[src/rtl/bus_ctrl.sv]
// -----------------------------------------------------------------------------
// bus_ctrl
// Two-master / two-slave bus sequencer. A registered two-state arbiter decides
// which master owns the bus, the owner's address / write enable / write data
// are routed to the slaves, the address is decoded to a slave select, and slave
// read data is returned to the masters through a registered select that lines
// up with the one-cycle read latency of the slave memories.
//
// Ports
//   clk, reset            : rising-edge clock, asynchronous active-high reset
//   m0_req/wr/address/dout: master 0 request, write enable, address, write data
//   m1_req/wr/address/dout: master 1 request, write enable, address, write data
//   m0_grant, m1_grant    : one-hot bus ownership (exactly one is always high)
//   m_din                 : read data returned to both masters
//   s_address, s_wr, s_din: owner's address, qualified write enable, write data
//   s0_sel, s1_sel        : slave selects (0x00-0x1F -> s0, 0x20-0x3F -> s1)
//   s0_dout, s1_dout      : slave read data, valid one cycle after the select
// -----------------------------------------------------------------------------
module bus_ctrl #(
   parameter int ADDR_W = 8,
   parameter int DATA_W = 32
) (
   input  logic              clk,
   input  logic              reset,
   input  logic              m0_req,
   input  logic              m0_wr,
   input  logic [ADDR_W-1:0] m0_address,
   input  logic [DATA_W-1:0] m0_dout,
   input  logic              m1_req,
   input  logic              m1_wr,
   input  logic [ADDR_W-1:0] m1_address,
   input  logic [DATA_W-1:0] m1_dout,
   output logic              m0_grant,
   output logic              m1_grant,
   output logic [DATA_W-1:0] m_din,
   output logic [ADDR_W-1:0] s_address,
   output logic              s_wr,
   output logic [DATA_W-1:0] s_din,
   output logic              s0_sel,
   output logic              s1_sel,
   input  logic [DATA_W-1:0] s0_dout,
   input  logic [DATA_W-1:0] s1_dout
);

   typedef enum logic [0:0] {
      M0_GRANT = 1'b0,
      M1_GRANT = 1'b1
   } state_t;

   state_t      state_q, state_d;
   logic [1:0]  rd_sel_q, rd_sel_d;
   logic        req_s;
   logic        wr_s;

   // State and read-select registers; reset parks the bus on master 0.
   always_ff @(posedge clk or posedge reset) begin
      if (reset) begin
         state_q  <= M0_GRANT;
         rd_sel_q <= 2'b00;
      end else begin
         state_q  <= state_d;
         rd_sel_q <= rd_sel_d;
      end
   end

   // Arbiter next state: no preemption, master 0 wins a tie from the parked state.
   always_comb begin
      state_d = state_q;
      case (state_q)
         M0_GRANT: begin
            if (!m0_req && m1_req) begin
               state_d = M1_GRANT;
            end else begin
               state_d = M0_GRANT;
            end
         end
         M1_GRANT: begin
            if (m1_req) begin
               state_d = M1_GRANT;
            end else begin
               state_d = M0_GRANT;
            end
         end
         default: state_d = M0_GRANT;
      endcase
   end

   assign m0_grant = (state_q == M0_GRANT);
   assign m1_grant = (state_q == M1_GRANT);

   // Route the owning master onto the slave side.
   always_comb begin
      req_s     = 1'b0;
      wr_s      = 1'b0;
      s_address = '0;
      s_din     = '0;
      case (state_q)
         M0_GRANT: begin
            req_s     = m0_req;
            wr_s      = m0_wr;
            s_address = m0_address;
            s_din     = m0_dout;
         end
         M1_GRANT: begin
            req_s     = m1_req;
            wr_s      = m1_wr;
            s_address = m1_address;
            s_din     = m1_dout;
         end
         default: begin
            req_s     = 1'b0;
            wr_s      = 1'b0;
            s_address = '0;
            s_din     = '0;
         end
      endcase
   end

   assign s_wr = wr_s & req_s;

   // Address decode; an idle owner or an unmapped address selects nothing.
   always_comb begin
      s0_sel = 1'b0;
      s1_sel = 1'b0;
      if (req_s && (s_address < ADDR_W'(6'd32))) begin
         s0_sel = 1'b1;
      end else if (req_s && (s_address < ADDR_W'(7'd64))) begin
         s1_sel = 1'b1;
      end else begin
         s0_sel = 1'b0;
         s1_sel = 1'b0;
      end
   end

   // Remember which slave was read this cycle; writes return nothing.
   always_comb begin
      if (s_wr) begin
         rd_sel_d = 2'b00;
      end else begin
         rd_sel_d = {s0_sel, s1_sel};
      end
   end

   // Read data return mux, driven by the select captured last cycle.
   always_comb begin
      case (rd_sel_q)
         2'b10:   m_din = s0_dout;
         2'b01:   m_din = s1_dout;
         default: m_din = '0;
      endcase
   end

endmodule

[config.mk]
export PLATFORM = sky130hd
export DESIGN_NAME = bus_ctrl
export DESIGN_NICKNAME = d
export VERILOG_FILES = /design/src/rtl/bus_ctrl.sv
export SDC_FILE = /design/constraint.sdc
export NUM_CORES = 1
export LEC_CHECK = 0
export BUFFER_PORTS_ARGS = -buffer_cell sky130_fd_sc_hd__clkbuf_2
export CAP_MARGIN = 20
export CORE_AREA = 2 2 87 89
export DETAILED_ROUTE_END_ITERATION = 6
export DIE_AREA = 0 0 89 91
export GPL_ROUTABILITY_DRIVEN = 0
export SLEW_MARGIN = 20
export SYNTH_ARGS = -nofsm -noshare
export SYNTH_HDL_FRONTEND = slang
export SYNTH_SLANG_ARGS = --single-unit
[constraint.sdc]
create_clock -name clk -period 1.3 [get_ports clk]
set_input_delay 0.065 -clock clk [delete_from_list [all_inputs] [get_ports clk]]
set_output_delay 0.065 -clock clk [all_outputs]
set_load 0.05 [all_outputs]
## Word level (Yosys, flattened, before mapping)

Index checks and enable logic that the tools add are counted.

- Flip-flop bits (word level): 3
- Input port bits: 150
- Logic and storage cells: 24

- Order comparisons: 2
- Eq/ne operators: 2
- Mux-type cells: 12
- Bitwise operators: 2
- Reduce and logical (&&, ||, !) cells: 4

Operator list:

| kind | number |
|---|---|
| $pmux W32 S2 | 2 |
| $pmux W8 S2 | 1 |
| $lt A8 B6 Y1 const B | 1 |
| $lt A8 B7 Y1 const B | 1 |
| $pmux W1 S2 | 3 |
| $mux W1 | 5 |
| $logic_and A1 B1 Y1 | 3 |
| $eq A2 B1 Y1 const B | 1 |
| $eq A2 B2 Y1 const B | 1 |
| $mux W2 | 1 |
| $and A1 B1 Y1 | 1 |
| $logic_not A1 Y1 | 1 |
| $not A1 Y1 | 1 |

## Longest topological paths before layout

Gate-level depths: netlist of the first run.

- Depth in word-level cells: 7
- Depth in mapped cells: 5
- Depth with buffers taken out: 4

## Least setup slack after synthesis of the first run

OpenSTA, ideal clock, no wires.

- Path type: reg2out
- Start point: register state_q (netlist: m1_grant)
- End point: output s0_sel
- Data arrival time: 2.409 ns
- Data required time: 1.235 ns
- Path slack: -1.174 ns
- Cell stages (with the launch flop): 5
- Buffers on the path: 1
- Cells stage by stage: dfrtp_1 buf_6 mux2i_1 clkinv_1 a21oi_1

- Word-level cells in the longest chain between the ends: 5

RTL lines:

| what | RTL line | RTL |
|---|---|---|
| start, declared | 50 | `state_t state_q, state_d;` |
| start signal, assigned | 61 | `state_q <= state_d;` |
| $not A1 Y1 | - |  |
| $pmux W8 S2 (*) | 97 | `case (state_q)` |
| net s_address[5] | 36 | `output logic [ADDR_W-1:0] s_address,` |
| $lt A8 B6 Y1 (*) | 125 | `if (req_s && (s_address < ADDR_W'(6'd32))) begin` |
| $logic_and A1 B1 Y1 (*) | 125 |  |
| $mux W1 (*) | 125 |  |
| end, declared | 39 | `output logic s0_sel,` |

The timed path passes the listed nets; every way through them passes the cells marked *.

## Worst setup path in the final report of the first run

- Start point: register state_q (netlist: m1_grant)
- End point: output s1_sel

- Word-level cells in the longest chain between the ends: 6

RTL lines:

| what | RTL line | RTL |
|---|---|---|
| $not A1 Y1 | - |  |
| $pmux W8 S2 | 97 |  |
| $lt A8 B7 Y1 | 127 | `end else if (req_s && (s_address < ADDR_W'(7'd64))) begin` |
| $logic_and A1 B1 Y1 | 127 |  |
| $mux W1 | 127 |  |
| $mux W1 (*) | 125 |  |
| end, declared | 40 | `output logic s1_sel,` |

Mark *: on every way between the ends. The rest lies on a longest branch, timed or not.

==> results.json, run 1 <==
{
  "status": "finished, violations left",
  "failed_checks": "setup timing",
  "min_to": "m1_grant$_DFF_PP0_",
  "worstHoldPathCells": 2,
  "clk-insertion-delay-late_ns": 0.22,
  "nFillCells": 624,
  "syn-num-nets": 291,
  "reg2reg_slack_ns": -0.05,
  "final_antenna_net_count": 0,
  "worst_pin_slew_ns": 0.193,
  "grt_pass1_vias": 2265,
  "cts_made_buffers": 3,
  "grt.overflow.total": 0,
  "synth_mux_area_frac": 0.428,
  "end_kind": "output pin",
  "nNetsFinal": 535,
  "reg2reg_depth": 2,
  "layout-drive-gt1-share": 0.971,
  "viasPerCell": 4.41,
  "hp-start": "m0_req",
  "portBuffers": 226,
  "fin_util": 0.586,
  "synth_area_per_cell_sq_um": 7.74,
  "relSlewSlack": 0.869,
  "fin_ws_ns": -0.282,
  "initialDrtViolationCount": 11,
  "htree_num_levels": 1,
  "p_leak_uw": 0.00188,
  "power_density_nw_per_um2": 487,
  "cts-root-buf": "clkbuf_8",
  "ys_seq_elements": 3,
  "dieArea_sq_um": 8100,
  "max_cap_viol_count": 0,
  "multi_input_area_sq_um": 1540,
  "p_total_uw": 2040,
  "r2r-end": "rd_sel_q[0]$_DFF_PP0_",
  "ir_drop_v": 0.000443,
  "yosysWarnings": 0,
  "dp_hpwl_um": 5350,
  "synth.distinct_cells": 19,
  "antenna_found_initial": 0,
  "drc": 0,
  "grt_pass1_wl_um": 10800,
  "core_sq_um": 7140,
  "setup_viol": 78,
  "cp_max_fo": 4,
  "r2r_start": "m1_grant$_DFF_PP0_",
  "routed_wl_um": 7450,
  "clkTransAtPathRegs_ns": 0.03,
  "placed_area_sq_um": 3050,
  "synth_top_family_by_area": "multiplexers",
  "clock-sinks": 3,
  "syn_area_sq_um": 1080,
  "fp.dieW_um": 89,
  "path_class": "flop to output pin",
  "n_antenna_cell": 0,
  "ios": 227,
  "rows": 31,
  "grt_max_degree": 17,
  "maxSlewViolCount": 0,
  "vias": 2121,
  "final_area_sq_um": 4180,
  "min_path_type": "input port to flop",
  "yosys.area_share.simple": 0.143,
  "rsz0062_at_grt": "true",
  "yosysSeqAreaShare": 0.0698,
  "synth_xor_area_frac": 0,
  "clock_path_buffers": 2,
  "dpl_worst_slack_ns": -0.207,
  "synth_compound_gate_area_share": 0.258,
  "min_period_ns": 1.58,
  "tns_ns": -14.37,
  "clock.fmax_ghz": 0.632,
  "required_ns": 1.24,
  "start_util": 0.151,
  "die_y_um": 91,
  "start_kind": "flop",
  "synth_cells": 139,
  "fin_worst_skew_ns": 0.00140,
  "drt-wirelength-per-cell_um": 15.5,
  "dr.pass1.iters": 4,
  "startpoint": "m1_grant$_DFF_PP0_",
  "cts_tree": "done",
  "hold_viol_final": 0,
  "crit_arrival_ns": 1.52,
  "register_area_sq_um": 76.3,
  "grt_use_total": 0.173,
  "yosys.area_share.adder": 0.0233,
  "finalCritPeriodShare": 1.22,
  "syn_to_final_growth_pct": 289
}
[cells in the final DEF, fill, tap and decap left out, drive strengths merged]
| master | synthesis | routed |
|---|---|---|
| dfrtp | 3 | 3 |
| inv | 4 | 4 |
| or4bb | 1 | 1 |
| a22oi | 32 | 32 |
| mux2i | 1 | 1 |
| a211oi | 2 | 2 |
| clkinv | 1 | 1 |
| buf | 5 | 100 |
| nor2 | 32 | 32 |
| a21boi | 1 | 1 |
| nand2 | 1 | 1 |
| mux2 | 40 | 40 |
| or4b | 1 | 1 |
| nand3 | 1 | 1 |
| a21oi | 2 | 2 |
| clkbuf | 9 | 156 |
| ha | 2 | 2 |
| o21ai | 1 | 1 |
| dlygate4sd3 | 0 | 1 |
[worst max path at each step]
stage                end  depth (start not counted)
5_1_grt           s1_sel                          3
3_5_place_dp   m_din[18]                          5
2_1_floorplan     s0_sel                          3
3_3_place_gp   m_din[18]                          5
6_report          s1_sel                          3
4_1_cts        m_din[12]                          5
[per-layer routing]
layer  wire (um)  vias to the layer above  global-route usage
li1            -                     1010                   -
met5           0                        -                   0
met3         511                       16              0.0245
met2        4380                      126               0.359
met1        2360                      969               0.165
met4         192                        0              0.0547
[metrics by stage]
step / hold WS, ns / instances
CTS: 0.0651 / 480
global route: 0.0815 / 481
detailed placement: -0.0763 / 466
finish: 0.0753 / 481
floorplan: -0.181 / 139
global placement: -0.0738 / 466
[worst max-delay path: stages (launching register included)]
cell and delay, ns:
dfrtp_2 0.43, or4b_4 0.55, a21oi_4 0.17, buf_12 0.15
[power breakdown]
part | switching [uW] | internal (uW) | leakage (uW)
sequential | 4.50 | 98.1 | 0.0000390
combinational | 837 | 822 | 0.00181
clock | 64.2 | 209 | 0.0000228
total | 906 | 1130 | 0.00188
[layout make-up]
| class | instances | share of cell area |
|---|---|---|
| clock buffers | 4 | 0.0108 |
| inverters | 5 | 0.00628 |
| multi-input cells | 117 | 0.367 |
| flip-flops and latches | 3 | 0.0182 |
| well taps | 99 | 0.0296 |
| repair buffers | 253 | 0.568 |
[logic make-up after synthesis]
family                     Yosys count
DFF                                  3
AOI/OAI and AO/OA                   38
and+or+nand+nor                     36
muxes                               41
buffers and inverters               19
adders and majority gates            2
[cells in the mapped netlist]
master / instances / area share
a211oi_1: 2 / 0.014
a21boi_0: 1 / 0.0070
a21oi_1: 2 / 0.0093
a22oi_1: 32 / 0.22
buf_2: 4 / 0.019
buf_6: 1 / 0.010
clkbuf_1: 9 / 0.031
clkinv_1: 1 / 0.0035
dfrtp_1: 3 / 0.070
ha_1: 2 / 0.023
inv_1: 4 / 0.014
mux2_2: 40 / 0.42
mux2i_1: 1 / 0.0093
nand2_1: 1 / 0.0035
nand3_1: 1 / 0.0046
nor2_1: 32 / 0.11
o21ai_0: 1 / 0.0046
or4b_4: 1 / 0.013
or4bb_1: 1 / 0.010
[state kept, by name, summed over array words and instances (netlist names)]
signal    count
m1_grant      1
rd_sel_q      2
[timing repair]
action | 4_1_cts | 5_1_grt
pin swaps | 13 | 0
setup endpoints to repair | 78 | 78
gates cloned | 2 | 1
gates resized for setup | 179 | 79
hold buffers | 1 | 0
hold endpoints to repair | 3 | 0
buffers inserted | 7 | 1
Power figures use the tool's default switching activity.
==> inputs of run 2 (changes only) <==
--- a/config.mk
+++ b/config.mk
@@ -5,12 +5,13 @@
 export SDC_FILE = /design/constraint.sdc
 export NUM_CORES = 1
 export LEC_CHECK = 0
-export BUFFER_PORTS_ARGS = -buffer_cell sky130_fd_sc_hd__clkbuf_2
+export BUFFER_PORTS_ARGS = -buffer_cell sky130_fd_sc_hd__buf_2
 export CAP_MARGIN = 20
 export CORE_AREA = 2 2 87 89
 export DETAILED_ROUTE_END_ITERATION = 6
 export DIE_AREA = 0 0 89 91
 export GPL_ROUTABILITY_DRIVEN = 0
+export SETUP_SLACK_MARGIN = 0.02
 export SLEW_MARGIN = 20
 export SYNTH_ARGS = -nofsm -noshare
 export SYNTH_HDL_FRONTEND = slang
==> results.json, run 2 (same netlist as run 1, synthesis figures left out) <==
{
  "ir_drop_v": 0.000442,
  "fp.dieW_um": 89,
  "r2r_start": "m1_grant$_DFF_PP0_",
  "failed_checks": "setup timing",
  "seq_power_share": 0.053,
  "viasPerCell": 4.42,
  "layout_commonest_cell": "buf_2",
  "vias": 2137,
  "reg2reg_depth": 3,
  "dr.pass1.iters": 4,
  "cts-root-buf": "clkbuf_8",
  "finalCritPeriodShare": 1.21,
  "required_ns": 1.24,
  "syn_to_final_growth_pct": 266,
  "initialDrtViolationCount": 25,
  "fin_worst_skew_ns": 0.00470,
  "min_period_ns": 1.57,
  "grt_pass1_wl_um": 10200,
  "clk-insertion-delay-late_ns": 0.21,
  "htree_num_levels": 1,
  "start_kind": "flop",
  "portBuffers": 226,
  "internal-power_uw": 1050,
  "grt_max_degree": 17,
  "worst_pin_slew_ns": 0.211,
  "grt.overflow.total": 0,
  "clock.fmax_ghz": 0.635,
  "clkTransAtPathRegs_ns": 0.03,
  "end_kind": "output pin",
  "final_antenna_net_count": 0,
  "relSlewSlack": 0.856,
  "nNetsFinal": 538,
  "min_path_type": "input port to flop",
  "clock_path_buffers": 2,
  "dpl_worst_slack_ns": -0.201,
  "max_cap_viol_count": 0,
  "swShare": 0.456,
  "grt_use_total": 0.158,
  "p_leak_uw": 0.00177,
  "cts_made_buffers": 3,
  "routed_wl_um": 7030,
  "rows": 31,
  "status": "finished, violations left",
  "p_clk_frac": 0.138,
  "dieArea_sq_um": 8100,
  "cp_max_fo": 4,
  "fin_util": 0.552,
  "startpoint": "m1_grant$_DFF_PP0_",
  "setup_viol": 78,
  "pwr-share-comb": 0.809,
  "grt_pass1_vias": 2199,
  "path_class": "flop to output pin",
  "r2r-end": "rd_sel_q[1]$_DFF_PP0_",
  "largest_reg_flops": 2,
  "fin_ws_ns": -0.274,
  "mostFrequentLayoutCells": "buf_2 (149), buf_6 (74), mux2_4 (37), a22oi_2 (32), nor2_4 (31)",
  "rsz0062_at_grt": "true",
  "die_y_um": 91,
  "placed_area_sq_um": 2910,
  "antenna_found_initial": 0,
  "crit_path_end": "s1_sel",
  "crit_arrival_ns": 1.51,
  "reg2reg_slack_ns": -0.15,
  "p_total_uw": 1940,
  "layout-drive-gt1-share": 0.979,
  "core_sq_um": 7140,
  "n_antenna_cell": 0,
  "max_flop_register": "rd_sel_q",
  "drc": 0,
  "drt-wirelength-per-cell_um": 14.5,
  "start_util": 0.151,
  "hold_viol_final": 0,
  "maxSlewViolCount": 0,
  "power_density_nw_per_um2": 491,
  "p_sw_uw": 882,
  "dp_hpwl_um": 5010,
  "clock-sinks": 3,
  "cts_tree": "done",
  "ios": 227,
  "final_area_sq_um": 3940
}
-- run 2: changes by cell type in the layout (fill, tap and decap cells not counted), moves of 11 or more --
cell,previous run,this run
clkbuf_2,149,0
buf_12,21,10
buf_6,6,74
buf_8,64,7
buf_2,0,149
-- run 2: power by group through the flow --
stage | Clock (uW) | Combinational, uW | Sequential (uW)
final | 267 | 1570 | 103
after floorplan | 0 | 822 | 109
after global routing | 287 | 1630 | 104
after detailed placement | 0 | 1230 | 103
after global placement | 0 | 1230 | 102
after CTS | 274 | 1520 | 103
-- run 2: worst min path at each step --
stage | start | endpoint | slack, ns | cells past startpoint
after floorplan | reset | rd_sel_q[0]$_DFF_PP0_ | -0.18 | 1
after global placement | reset | rd_sel_q[1]$_DFF_PP0_ | -0.06 | 2
after detailed placement | reset | rd_sel_q[1]$_DFF_PP0_ | -0.06 | 2
after CTS | m0_req | m1_grant$_DFF_PP0_ | 0.08 | 2
after global routing | m0_req | m1_grant$_DFF_PP0_ | 0.08 | 2
final | m0_req | m1_grant$_DFF_PP0_ | 0.07 | 2
-- run 2: worst max-delay path: stages, from the launching register on --
cell and delay (ns):
dfrtp_2 0.43, or4b_4 0.54, a21oi_4 0.15, buf_6 0.17
-- run 2: cell type report --
type	count	area (sq um)
Fill cell	628	3190
Timing Repair Buffer	256	2120
Multi-Input combinational cell	117	1550
Tap cell	99	124
Sequential cell	3	76.3
Clock buffer	4	45.0
Inverter	5	26.3
-- run 2: what timing repair did --
item | 4_1_cts | 5_1_grt
pin swaps | 22 | 12
buffers inserted | 6 | 2
resized for setup | 195 | 19
hold endpoints to repair | 3 | 0
hold buffers | 1 | 0
setup endpoints to repair | 79 | 79
gates cloned | 4 | 2
-- run 2: routing by layer --
layer / global-route usage / vias up / routed length (um)
met4: 0.0373 / 0 / 162
met5: 0 / - / 0
met3: 0.0227 / 12 / 528
met2: 0.336 / 126 / 4090
li1: - / 1016 / -
met1: 0.148 / 983 / 2250
-- run 2: per-stage QoR --
step,instances,setup TNS (ns),hold slack (ns)
floorplan,139,-6.48,-0.181
global placement,465,-5.45,-0.0560
detailed placement,465,-6.84,-0.0587
CTS,480,-15.86,0.0762
global route,484,-18.84,0.0834
finish,484,-15.16,0.0686
